File: config.mk
export PLATFORM = sky130hd
export DESIGN_NAME = spi_upcounter_dp_flat
export DESIGN_NICKNAME = d
export VERILOG_FILES = /design/src/rtl/spi_upcounter_pkg.sv /design/src/rtl/spi_upcounter_dp_if.sv /design/src/rtl/spi_upcounter_tick_gen.sv /design/src/rtl/spi_upcounter_dp.sv /design/src/flat_wrapper.sv
export SDC_FILE = /design/constraint.sdc
export NUM_CORES = 1
export LEC_CHECK = 0
export BUFFER_PORTS_ARGS = -buffer_cell sky130_fd_sc_hd__buf_2
export CORE_ASPECT_RATIO = 1.5
export CORE_MARGIN = 1
export CORE_UTILIZATION = 59
export DETAILED_ROUTE_END_ITERATION = 16
export GPL_TIMING_DRIVEN = 0
export PLACE_DENSITY = 0.78
export SKIP_LAST_GASP = 1
export SLEW_MARGIN = 20
export SYNTH_ARGS = -nofsm -noshare
export SYNTH_HDL_FRONTEND = slang
export SYNTH_SLANG_ARGS = --single-unit
File: constraint.sdc
create_clock -name clk -period 2.7 [get_ports clk]
set_clock_uncertainty 0.15 [all_clocks]
set_input_delay 0 -clock clk [delete_from_list [all_inputs] [get_ports clk]]
set_output_delay 0 -clock clk [all_outputs]
set_load 0.005 [all_outputs]
File: src/rtl/spi_upcounter_pkg.sv
// Shared types and defaults for the up-counter datapath and its SPI byte handshake.
package spi_upcounter_pkg;

  localparam int unsigned BYTE_W            = 8;
  localparam int unsigned COUNT_W_DEFAULT   = 14;
  localparam int unsigned COUNT_MAX_DEFAULT = 9999;

  // Two-byte frame transmitter states
  typedef enum logic [2:0] {
    StIdle,
    StSendHi,
    StWaitHi,
    StSendLo,
    StWaitLo
  } tx_state_t;

endpackage

File: src/rtl/spi_upcounter_dp_if.sv
// Byte handshake between the counter datapath (master) and the SPI byte engine (slave).
interface spi_upcounter_dp_if
  import spi_upcounter_pkg::*;
();

  logic              start;
  logic [BYTE_W-1:0] tx_data;
  logic              ready;
  logic              done;

  modport master (
    output start,
    output tx_data,
    input  ready,
    input  done
  );

  modport slave (
    input  start,
    input  tx_data,
    output ready,
    output done
  );

endinterface

File: src/rtl/spi_upcounter_tick_gen.sv
// Prescaler: divides clk by TICK_DIV while enabled, emitting a one-cycle tick on the last count.
module spi_upcounter_tick_gen #(
  parameter int unsigned TICK_DIV = 10_000_000
) (
  input  logic clk,
  input  logic reset,
  input  logic i_en,
  input  logic i_clr,
  output logic o_tick
);

  localparam int unsigned PresW = (TICK_DIV > 1) ? $clog2(TICK_DIV) : 1;
  localparam logic [PresW-1:0] PresLast = PresW'(TICK_DIV - 1);

  logic [PresW-1:0] presc_q, presc_d;
  logic             at_last;

  assign at_last = (presc_q == PresLast);
  // Tick is not masked by clear; the counter gives clear priority itself.
  assign o_tick  = i_en && at_last;

  // Next prescaler value: clear to zero, advance while enabled, otherwise hold
  always_comb begin
    presc_d = presc_q;
    if (i_clr) begin
      presc_d = '0;
    end else if (i_en) begin
      presc_d = at_last ? '0 : presc_q + PresW'(1);
    end
  end

  // Prescaler register
  always_ff @(posedge clk or posedge reset) begin
    if (reset) begin
      presc_q <= '0;
    end else begin
      presc_q <= presc_d;
    end
  end

endmodule

File: src/rtl/spi_upcounter_dp.sv
// Decimal up-counter that ships every new count value to the SPI master as a two-byte frame.
module spi_upcounter_dp
  import spi_upcounter_pkg::*;
#(
  parameter int unsigned TICK_DIV  = 10_000_000,
  parameter int unsigned COUNT_MAX = COUNT_MAX_DEFAULT,
  parameter int unsigned COUNT_W   = COUNT_W_DEFAULT
) (
  input  logic               clk,
  input  logic               reset,
  input  logic               i_runstop,
  input  logic               i_clear,
  output logic [COUNT_W-1:0] o_count,
  output logic               o_tick,
  output logic               o_busy,
  spi_upcounter_dp_if.master bus
);

  logic [COUNT_W-1:0] count_q, count_d;
  logic [COUNT_W-1:0] snap_q, snap_d;
  logic               pending_q, pending_d;
  logic               pend_clr;
  logic               tick;
  tx_state_t          state_q, state_d;
  logic [15:0]        snap_ext;
  logic [BYTE_W-1:0]  byte_hi, byte_lo;

  spi_upcounter_tick_gen #(
    .TICK_DIV (TICK_DIV)
  ) u_tick_gen (
    .clk    (clk),
    .reset  (reset),
    .i_en   (i_runstop),
    .i_clr  (i_clear),
    .o_tick (tick)
  );

  assign o_tick  = tick;
  assign o_count = count_q;
  assign o_busy  = (state_q != StIdle);

  // Frame bytes come from the snapshot so a count change mid-frame cannot tear it.
  assign snap_ext = 16'(snap_q);
  assign byte_hi  = snap_ext[15:8];
  assign byte_lo  = snap_ext[7:0];

  // Next count: clear wins over tick, tick wraps at COUNT_MAX
  always_comb begin
    count_d = count_q;
    if (i_clear) begin
      count_d = '0;
    end else if (tick) begin
      count_d = (count_q == COUNT_W'(COUNT_MAX)) ? '0 : count_q + COUNT_W'(1);
    end
  end

  // Pending flag: a change in the same cycle the frame latches still re-arms it
  always_comb begin
    pending_d = pending_q;
    if (count_d != count_q) begin
      pending_d = 1'b1;
    end else if (pend_clr) begin
      pending_d = 1'b0;
    end
  end

  // Tx FSM next state and handshake outputs
  always_comb begin
    state_d     = state_q;
    snap_d      = snap_q;
    pend_clr    = 1'b0;
    bus.start   = 1'b0;
    bus.tx_data = '0;
    unique case (state_q)
      StIdle: begin
        if (pending_q) begin
          snap_d   = count_q;
          pend_clr = 1'b1;
          state_d  = StSendHi;
        end
      end
      StSendHi: begin
        bus.tx_data = byte_hi;
        if (bus.ready) begin
          bus.start = 1'b1;
          state_d   = StWaitHi;
        end
      end
      StWaitHi: begin
        bus.tx_data = byte_hi;
        if (bus.done) begin
          state_d = StSendLo;
        end
      end
      StSendLo: begin
        bus.tx_data = byte_lo;
        if (bus.ready) begin
          bus.start = 1'b1;
          state_d   = StWaitLo;
        end
      end
      StWaitLo: begin
        bus.tx_data = byte_lo;
        if (bus.done) begin
          state_d = StIdle;
        end
      end
      default: state_d = StIdle;
    endcase
  end

  // State registers
  always_ff @(posedge clk or posedge reset) begin
    if (reset) begin
      count_q   <= '0;
      snap_q    <= '0;
      pending_q <= 1'b0;
      state_q   <= StIdle;
    end else begin
      count_q   <= count_d;
      snap_q    <= snap_d;
      pending_q <= pending_d;
      state_q   <= state_d;
    end
  end

endmodule

File: src/flat_wrapper.sv
// flat-port wrapper written by rule: the top's interface ports become plain ports
module spi_upcounter_dp_flat import spi_upcounter_pkg::*;
#(
  parameter int unsigned TICK_DIV  = 10_000_000,
  parameter int unsigned COUNT_MAX = COUNT_MAX_DEFAULT,
  parameter int unsigned COUNT_W   = COUNT_W_DEFAULT
)
  (clk, reset, i_runstop, i_clear, o_count, o_tick, o_busy, bus_start, bus_tx_data, bus_ready, bus_done);
  spi_upcounter_dp_if bus_i ();
  input  logic clk;
  input  logic reset;
  input  logic i_runstop;
  input  logic i_clear;
  output logic [COUNT_W-1:0] o_count;
  output logic o_tick;
  output logic o_busy;
  output wire logic [$bits(bus_i.start)-1:0] bus_start;
  output wire logic [$bits(bus_i.tx_data)-1:0] bus_tx_data;
  input wire logic [$bits(bus_i.ready)-1:0] bus_ready;
  input wire logic [$bits(bus_i.done)-1:0] bus_done;
  assign bus_start = bus_i.start;
  assign bus_tx_data = bus_i.tx_data;
  assign bus_i.ready = bus_ready;
  assign bus_i.done = bus_done;
  spi_upcounter_dp #(.TICK_DIV(TICK_DIV), .COUNT_MAX(COUNT_MAX), .COUNT_W(COUNT_W)) u_core (.clk(clk), .reset(reset), .i_runstop(i_runstop), .i_clear(i_clear), .o_count(o_count), .o_tick(o_tick), .o_busy(o_busy), .bus(bus_i));
endmodule
==> results of run 1 <==
-- synth_stat cells, types with 2 or more instances --
library cell / count / area share, %
and4b_1: 2 / 0.65
and2_1: 6 / 1.2
ha_1: 2 / 0.81
or3_1: 8 / 1.6
a21o_1: 4 / 0.97
clkbuf_1: 9 / 1.1
inv_1: 4 / 0.48
nand2b_1: 3 / 0.61
mux2_2: 6 / 2.2
buf_1: 2 / 0.24
nand4_2: 2 / 0.81
nand2_1: 33 / 4.0
and4_1: 4 / 1.1
a22oi_1: 2 / 0.48
o21ai_0: 11 / 1.8
nor3_1: 4 / 0.65
nor4_4: 2 / 1.4
and3_1: 6 / 1.2
mux2_1: 10 / 3.6
o21ai_1: 2 / 0.32
nor2_1: 30 / 3.6
buf_2: 3 / 0.48
dfrtp_1: 56 / 45
nand3_1: 13 / 2.1
nand4_1: 11 / 2.2
nand2_2: 2 / 0.40
xnor2_1: 5 / 1.4
o31ai_1: 4 / 0.97
a211oi_1: 2 / 0.48
nand4b_1: 2 / 0.56
xor2_1: 16 / 4.5
a22o_1: 6 / 1.7
a21oi_1: 14 / 2.3
o22ai_1: 4 / 0.81
-- routing by layer --
layer | part of all wire [%] | wire (um) | global-route usage [%] | up-vias
met5 | 0 | 0 | 0 | -
met4 | 2.5 | 178 | 11.55 | 0
met3 | 2.5 | 173 | 3.438 | 17
met2 | 55 | 3866 | 50.82 | 72
met1 | 40 | 2788 | 30.05 | 1253
li1 | - | - | - | 1221
-- cell type report --
type	instances	area (um2)
Buffer	15	63.81
Clock buffer	5	68.82
Clock inverter	2	12.51
Fill cell	424	1624
Inverter	4	17.52
Multi-Input combinational cell	239	1622
Sequential cell	56	1401
Tap cell	68	85.08
Timing Repair Buffer	34	190.2
-- worst reg2reg max path, delay by kind of cell, from the launching register on --
family,cells,cell delay (ps)
buf+inv,1,170
compound gates,2,470
flops,1,520
simple gates,4,750
fa+ha+maj,1,290
-- where the power goes --
part	internal, mW	leakage [nW]	switching (mW)
clock network	0.177	0.0400	0.276
logic	0.0157	0.849	0.0408
registers	0.840	0.781	0.00279
-- state kept, by name (all words and copies together), names as in the netlist --
register and cells:
u_core.state_q 3, u_core.u_tick_gen.presc_q 24, u_core.o_count 14, u_core.snap_q 14, u_core.pending_q 1
-- cell families (layout without fill, tap and decap cells) --
family | after synthesis | after routing | synth area share, %
compound gates | 58 | 58 | 12.91
simple gates | 141 | 141 | 26.50
flops | 56 | 56 | 45.18
mux | 17 | 17 | 6.131
buf+inv | 19 | 60 | 2.541
fa+ha+maj | 2 | 2 | 0.8066
xor+xnor | 21 | 21 | 5.930
-- final timing paths --
check / startpoint / endpoint / slack [ps]
min in group asynchronous: reset / u_core.snap_q[6] / 190
worst min-delay path: i_clear / u_core.u_tick_gen.presc_q[5] / 40
worst max-delay path: u_core.o_count[0] / u_core.pending_q / 230
worst min register to register: u_core.snap_q[6] / u_core.snap_q[6] / 340
max in group asynchronous: reset / u_core.u_tick_gen.presc_q[16] / 1760
worst max register to register: u_core.o_count[0] / u_core.pending_q / 230
-- what timing repair did --
action	4_1_cts	5_1_grt
hold endpoints to repair	59	0
hold buffers	4	0
gates resized for setup	0	0
buffers inserted	0	0
-- stage by stage --
stage | hold slack [ps] | std cells
floorplan | -51.40 | 314
global placement | 52.06 | 412
detailed placement | 4.657 | 412
CTS | 43.05 | 423
global route | 66.70 | 423
finish | 41.28 | 423
==> impl_metrics.env, run 1 <==
export IMPL_critPathTopFamily="simple AND/OR/NAND/NOR gates"
export IMPL_p_per_area_mw_per_mm2=390.7
export IMPL_dieArea_mm2=0.005557
export IMPL_required_ps=2740
export IMPL_wl_um=7007
export IMPL_synthCells=314
export IMPL_final_cell_mix="dfrtp_1, nand2_1, buf_2"
export IMPL_grt_usage_pct=27.70
export IMPL_diodes=0
export IMPL_syn_nets=322
export IMPL_finalCoreUtilization_pct=68.06
export IMPL_synth_distinct_cells=58
export IMPL_ys_warnings_count=0
export IMPL_start_kind="flop"
export IMPL_dr_pass1_iters=4
export IMPL_cellLeakagePower_nw=1.670
export IMPL_htree_levels=2
export IMPL_crit_top_cell="nand4_1"
export IMPL_period_minus_slack_ps=2475
export IMPL_finalWorstSetupSlack_ps=225.4
export IMPL_arrival_ps=2520
export IMPL_start_util_pct=61.00
export IMPL_via_per_inst=6.059
export IMPL_slowest_delay_ps=520
export IMPL_hp_class="input pin to flop"
export IMPL_path_depth=8
export IMPL_postSynthAreaPerCell_um2=9.878
export IMPL_power_mw=1.352
export IMPL_detail_route_iter0_violations=146
export IMPL_clk_path_buf_depth=2
export IMPL_rr_worst_depth=8
export IMPL_gr_total_overflow=0
export IMPL_synthesis_area_mm2=0.003102
export IMPL_crit_path_top_delay_cell="dfrtp_1"
export IMPL_cp_max_fo=8
export IMPL_ir_drop_mv=0.3150
export IMPL_period_share_pct=91.65
export IMPL_relSlewSlack_pct=54.99
export IMPL_clk_latency_ps=310
export IMPL_clock_tree_root_cell="clkbuf_8"
export IMPL_cts_sinks=56
export IMPL_grt_pass1_vias=2647
export IMPL_hpwl_um=5070
export IMPL_final_common_cell="dfrtp_1"
export IMPL_crit_buf_inv=1
export IMPL_timing_hold_violations_final=0
export IMPL_drc=0
export IMPL_area_growth_pct=11.58
export IMPL_clk_pin_slew_ps=100
export IMPL_tightest_slew_ps=675.2
export IMPL_crit_type="flop to flop"
export IMPL_grt_pass1_wl_um=11670
export IMPL_place_area_mm2=0.003339
export IMPL_coreArea_mm2=0.005085
export IMPL_crit_path_end_kind="flop"
export IMPL_hold_path_depth=3
export IMPL_ys_async_sr_fraction_pct=100.0
export IMPL_cts_buffers=5
export IMPL_die_y_um=90.80
export IMPL_synth_top_flop_cell="dfrtp_1"
export IMPL_synth_seq_cells=56
export IMPL_setup_violations=0
export IMPL_cap_violations=0
export IMPL_rsz0062_at_grt="no"
export IMPL_num_io_pins=31
export IMPL_final_cell_area_mm2=0.003461
export IMPL_ant_nets=0
export IMPL_io_buffers=30
export IMPL_rows=32
export IMPL_crit_path_cell_trace="ha_1 -> and3_1 -> clkbuf_1 -> nand4_1 -> nand2_1 -> a21o_1 -> a222oi_1 -> nand4_1"
export IMPL_drive_gt1_share_pct=18.03
export IMPL_nets=363
export IMPL_dp_slack_ps=282.2
export IMPL_ys_seq_area_share_pct=45.18
export IMPL_grt_max_degree=57
export IMPL_cts_tree="yes"
export IMPL_place_congestion=0.8903
export IMPL_fmax_mhz=404.1
export IMPL_die_x_um=61.20
export IMPL_wl_per_cell_um=16.57
export IMPL_setup_tns_ps=0
export IMPL_synth_edf_count=0
export IMPL_vias=2563
export IMPL_drv_slew=0
export IMPL_status="finished, final reports clean"
export IMPL_antenna_found_initial=0
No activity file was read; power rests on OpenSTA's default activity.
==> inputs of run 2 (changes only) <==
--- a/config.mk
+++ b/config.mk
@@ -8,10 +8,10 @@
 export BUFFER_PORTS_ARGS = -buffer_cell sky130_fd_sc_hd__buf_2
 export CORE_ASPECT_RATIO = 1.5
 export CORE_MARGIN = 1
-export CORE_UTILIZATION = 59
+export CORE_UTILIZATION = 53
 export DETAILED_ROUTE_END_ITERATION = 16
 export GPL_TIMING_DRIVEN = 0
-export PLACE_DENSITY = 0.78
+export PLACE_DENSITY = 0.74
 export SKIP_LAST_GASP = 1
 export SLEW_MARGIN = 20
 export SYNTH_ARGS = -nofsm -noshare
==> constraint.sdc (replaced) <==
create_clock -name clk -period 2.2 [get_ports clk]
set_clock_uncertainty 0.15 [all_clocks]
set_input_delay 0 -clock clk [delete_from_list [all_inputs] [get_ports clk]]
set_output_delay 0 -clock clk [all_outputs]
set_load 0.005 [all_outputs]
==> run 2 against run 1 <==
Net effect: utilization is 3.6 points lower; power rose by 24%; worst hold slack worse by 13 ps; wire length shrank 0.66%; register-to-register slack lost 140 ps; sequential share of layout area is 1.1 points lower; first-iteration DRC count up 0.68%; sequential power increased by 22%; maximum frequency grew 17%; count of clock-buffer cells in the layout unchanged; critical endpoint unchanged; largest cell class unchanged.
==> impl_metrics.env, run 2 (synthesis gave the netlist of run 1 again) <==
export IMPL_status="finished, final reports clean"
export IMPL_period_share_pct=96.21
export IMPL_clk_path_buf_depth=2
export IMPL_period_minus_slack_ps=2117
export IMPL_crit_path_end_kind="flop"
export IMPL_cts_tree="yes"
export IMPL_place_area_mm2=0.003342
export IMPL_dieArea_mm2=0.006169
export IMPL_drive_gt1_share_pct=22.22
export IMPL_power_mw=1.678
export IMPL_htree_levels=2
export IMPL_grt_usage_pct=25.37
export IMPL_cp_startpoint="u_core.o_count[0]"
export IMPL_cap_violations=0
export IMPL_grt_pass1_wl_um=12050
export IMPL_start_kind="flop"
export IMPL_timing_hold_violations_final=0
export IMPL_grt_max_degree=57
export IMPL_io_buffers=30
export IMPL_coreArea_mm2=0.005533
export IMPL_r2r_start="u_core.o_count[0]"
export IMPL_final_cell_area_mm2=0.003565
export IMPL_detail_route_iter0_violations=147
export IMPL_hp_class="input pin to flop"
export IMPL_grt_pass1_vias=2542
export IMPL_rows=33
export IMPL_wl_per_cell_um=16.19
export IMPL_fmax_mhz=472.4
export IMPL_cts_sinks=56
export IMPL_drc=0
export IMPL_rsz0062_at_grt="yes"
export IMPL_cts_buffers=5
export IMPL_dr_pass1_iters=5
export IMPL_vias=2590
export IMPL_final_cell_mix="dfrtp_1, nand2_1, buf_2"
export IMPL_die_x_um=64.46
export IMPL_tightest_slew_ps=666.8
export IMPL_final_common_cell="dfrtp_1"
export IMPL_setup_violations=0
export IMPL_nets=367
export IMPL_drv_slew=0
export IMPL_min_from="i_clear"
export IMPL_ir_drop_mv=0.4241
export IMPL_wl_um=6961
export IMPL_hpwl_um=4931
export IMPL_required_ps=2240
export IMPL_place_congestion=0.8777
export IMPL_antenna_found_initial=0
export IMPL_top_register="u_core.u_tick_gen.presc_q"
export IMPL_via_per_inst=6.023
export IMPL_diodes=0
export IMPL_gr_total_overflow=0
export IMPL_crit_type="flop to flop"
export IMPL_num_io_pins=31
export IMPL_p_per_area_mw_per_mm2=470.7
export IMPL_arrival_ps=2160
export IMPL_whs_ps=28.13
export IMPL_start_util_pct=56.06
export IMPL_clk_pin_slew_ps=110
export IMPL_area_growth_pct=14.93
export IMPL_cp_max_fo=7
export IMPL_clk_latency_ps=320
export IMPL_clock_tree_root_cell="clkbuf_8"
export IMPL_setup_tns_ps=0
export IMPL_cellLeakagePower_nw=1.670
export IMPL_ant_nets=0
export IMPL_relSlewSlack_pct=55.55
export IMPL_largest_register_ffs=24
export IMPL_die_y_um=95.70
## run 2: changes by cell type in the layout (fill, tap and decap cells not counted), sizes merged
cell    previous run  this run
buf               36        42
clkbuf            14        12
inv                4         5
## run 2: worst paths after layout
path / end / cells past startpoint / slack [ps]
setup / recovery: u_core.pending_q / 7 / 80
hold / removal: u_core.u_tick_gen.presc_q[22] / 3 / 30
setup reg to reg: u_core.pending_q / 7 / 80
hold reg to reg: u_core.snap_q[6] / 1 / 340
max in group asynchronous: u_core.o_count[0] / 3 / 1230
min in group asynchronous: u_core.o_count[7] / 3 / 180
## run 2: report_power, final
part	leakage, nW	internal, mW	switching (mW)
sequential	0.776	1.03	0.00311
combinational	0.850	0.0207	0.0506
clock	0.0445	0.227	0.346
total	1.67	1.28	0.399
## run 2: metrics by stage
| step | utilization (%) | setup slack [ps] | cells |
|---|---|---|---|
| after floorplan | - | 92.66 | 314 |
| after global placement | 60.36 | -155.4 | 414 |
| after detailed placement | 60.40 | -162.6 | 414 |
| after CTS | 63.64 | 6.049 | 431 |
| after global routing | 64.43 | -27.25 | 430 |
| final | 64.43 | 83.32 | 430 |
## run 2: cell type report
cell class	instances	area [um2]
clock buffer	5	68.82
buffer	13	58.81
clock inverter	3	21.27
inverter	4	17.52
sequential	56	1405
multi-input combinational	239	1670
tap	70	87.58
fill	456	1968
timing repair buffer	40	235.2
## run 2: timing repair
item | in CTS | in global routing
pin swaps | 1 | 3
hold endpoints to repair | 59 | 0
setup endpoints to repair | 4 | 27
gates cloned | 0 | 0
hold buffers | 4 | 0
setup buffers | 5 | 1
resized for setup | 6 | 10
## run 2: worst max-delay path, stage by stage (launching register included)
cell,delay (ps)
dfrtp_2,450
ha_1,230
and3_1,270
nand4_1,220
nand2_1,100
a21o_1,190
a222oi_1,270
nand4_1,120
## run 2: routing by layer
metal	up-vias	GRT usage, %	share of wire (%)	wire, um
li1	1227	-	-	-
met1	1263	28.89	40	2774
met2	85	46.32	53	3714
met3	15	3.673	4.2	291
met4	0	11.85	2.6	181
met5	-	0	0	0
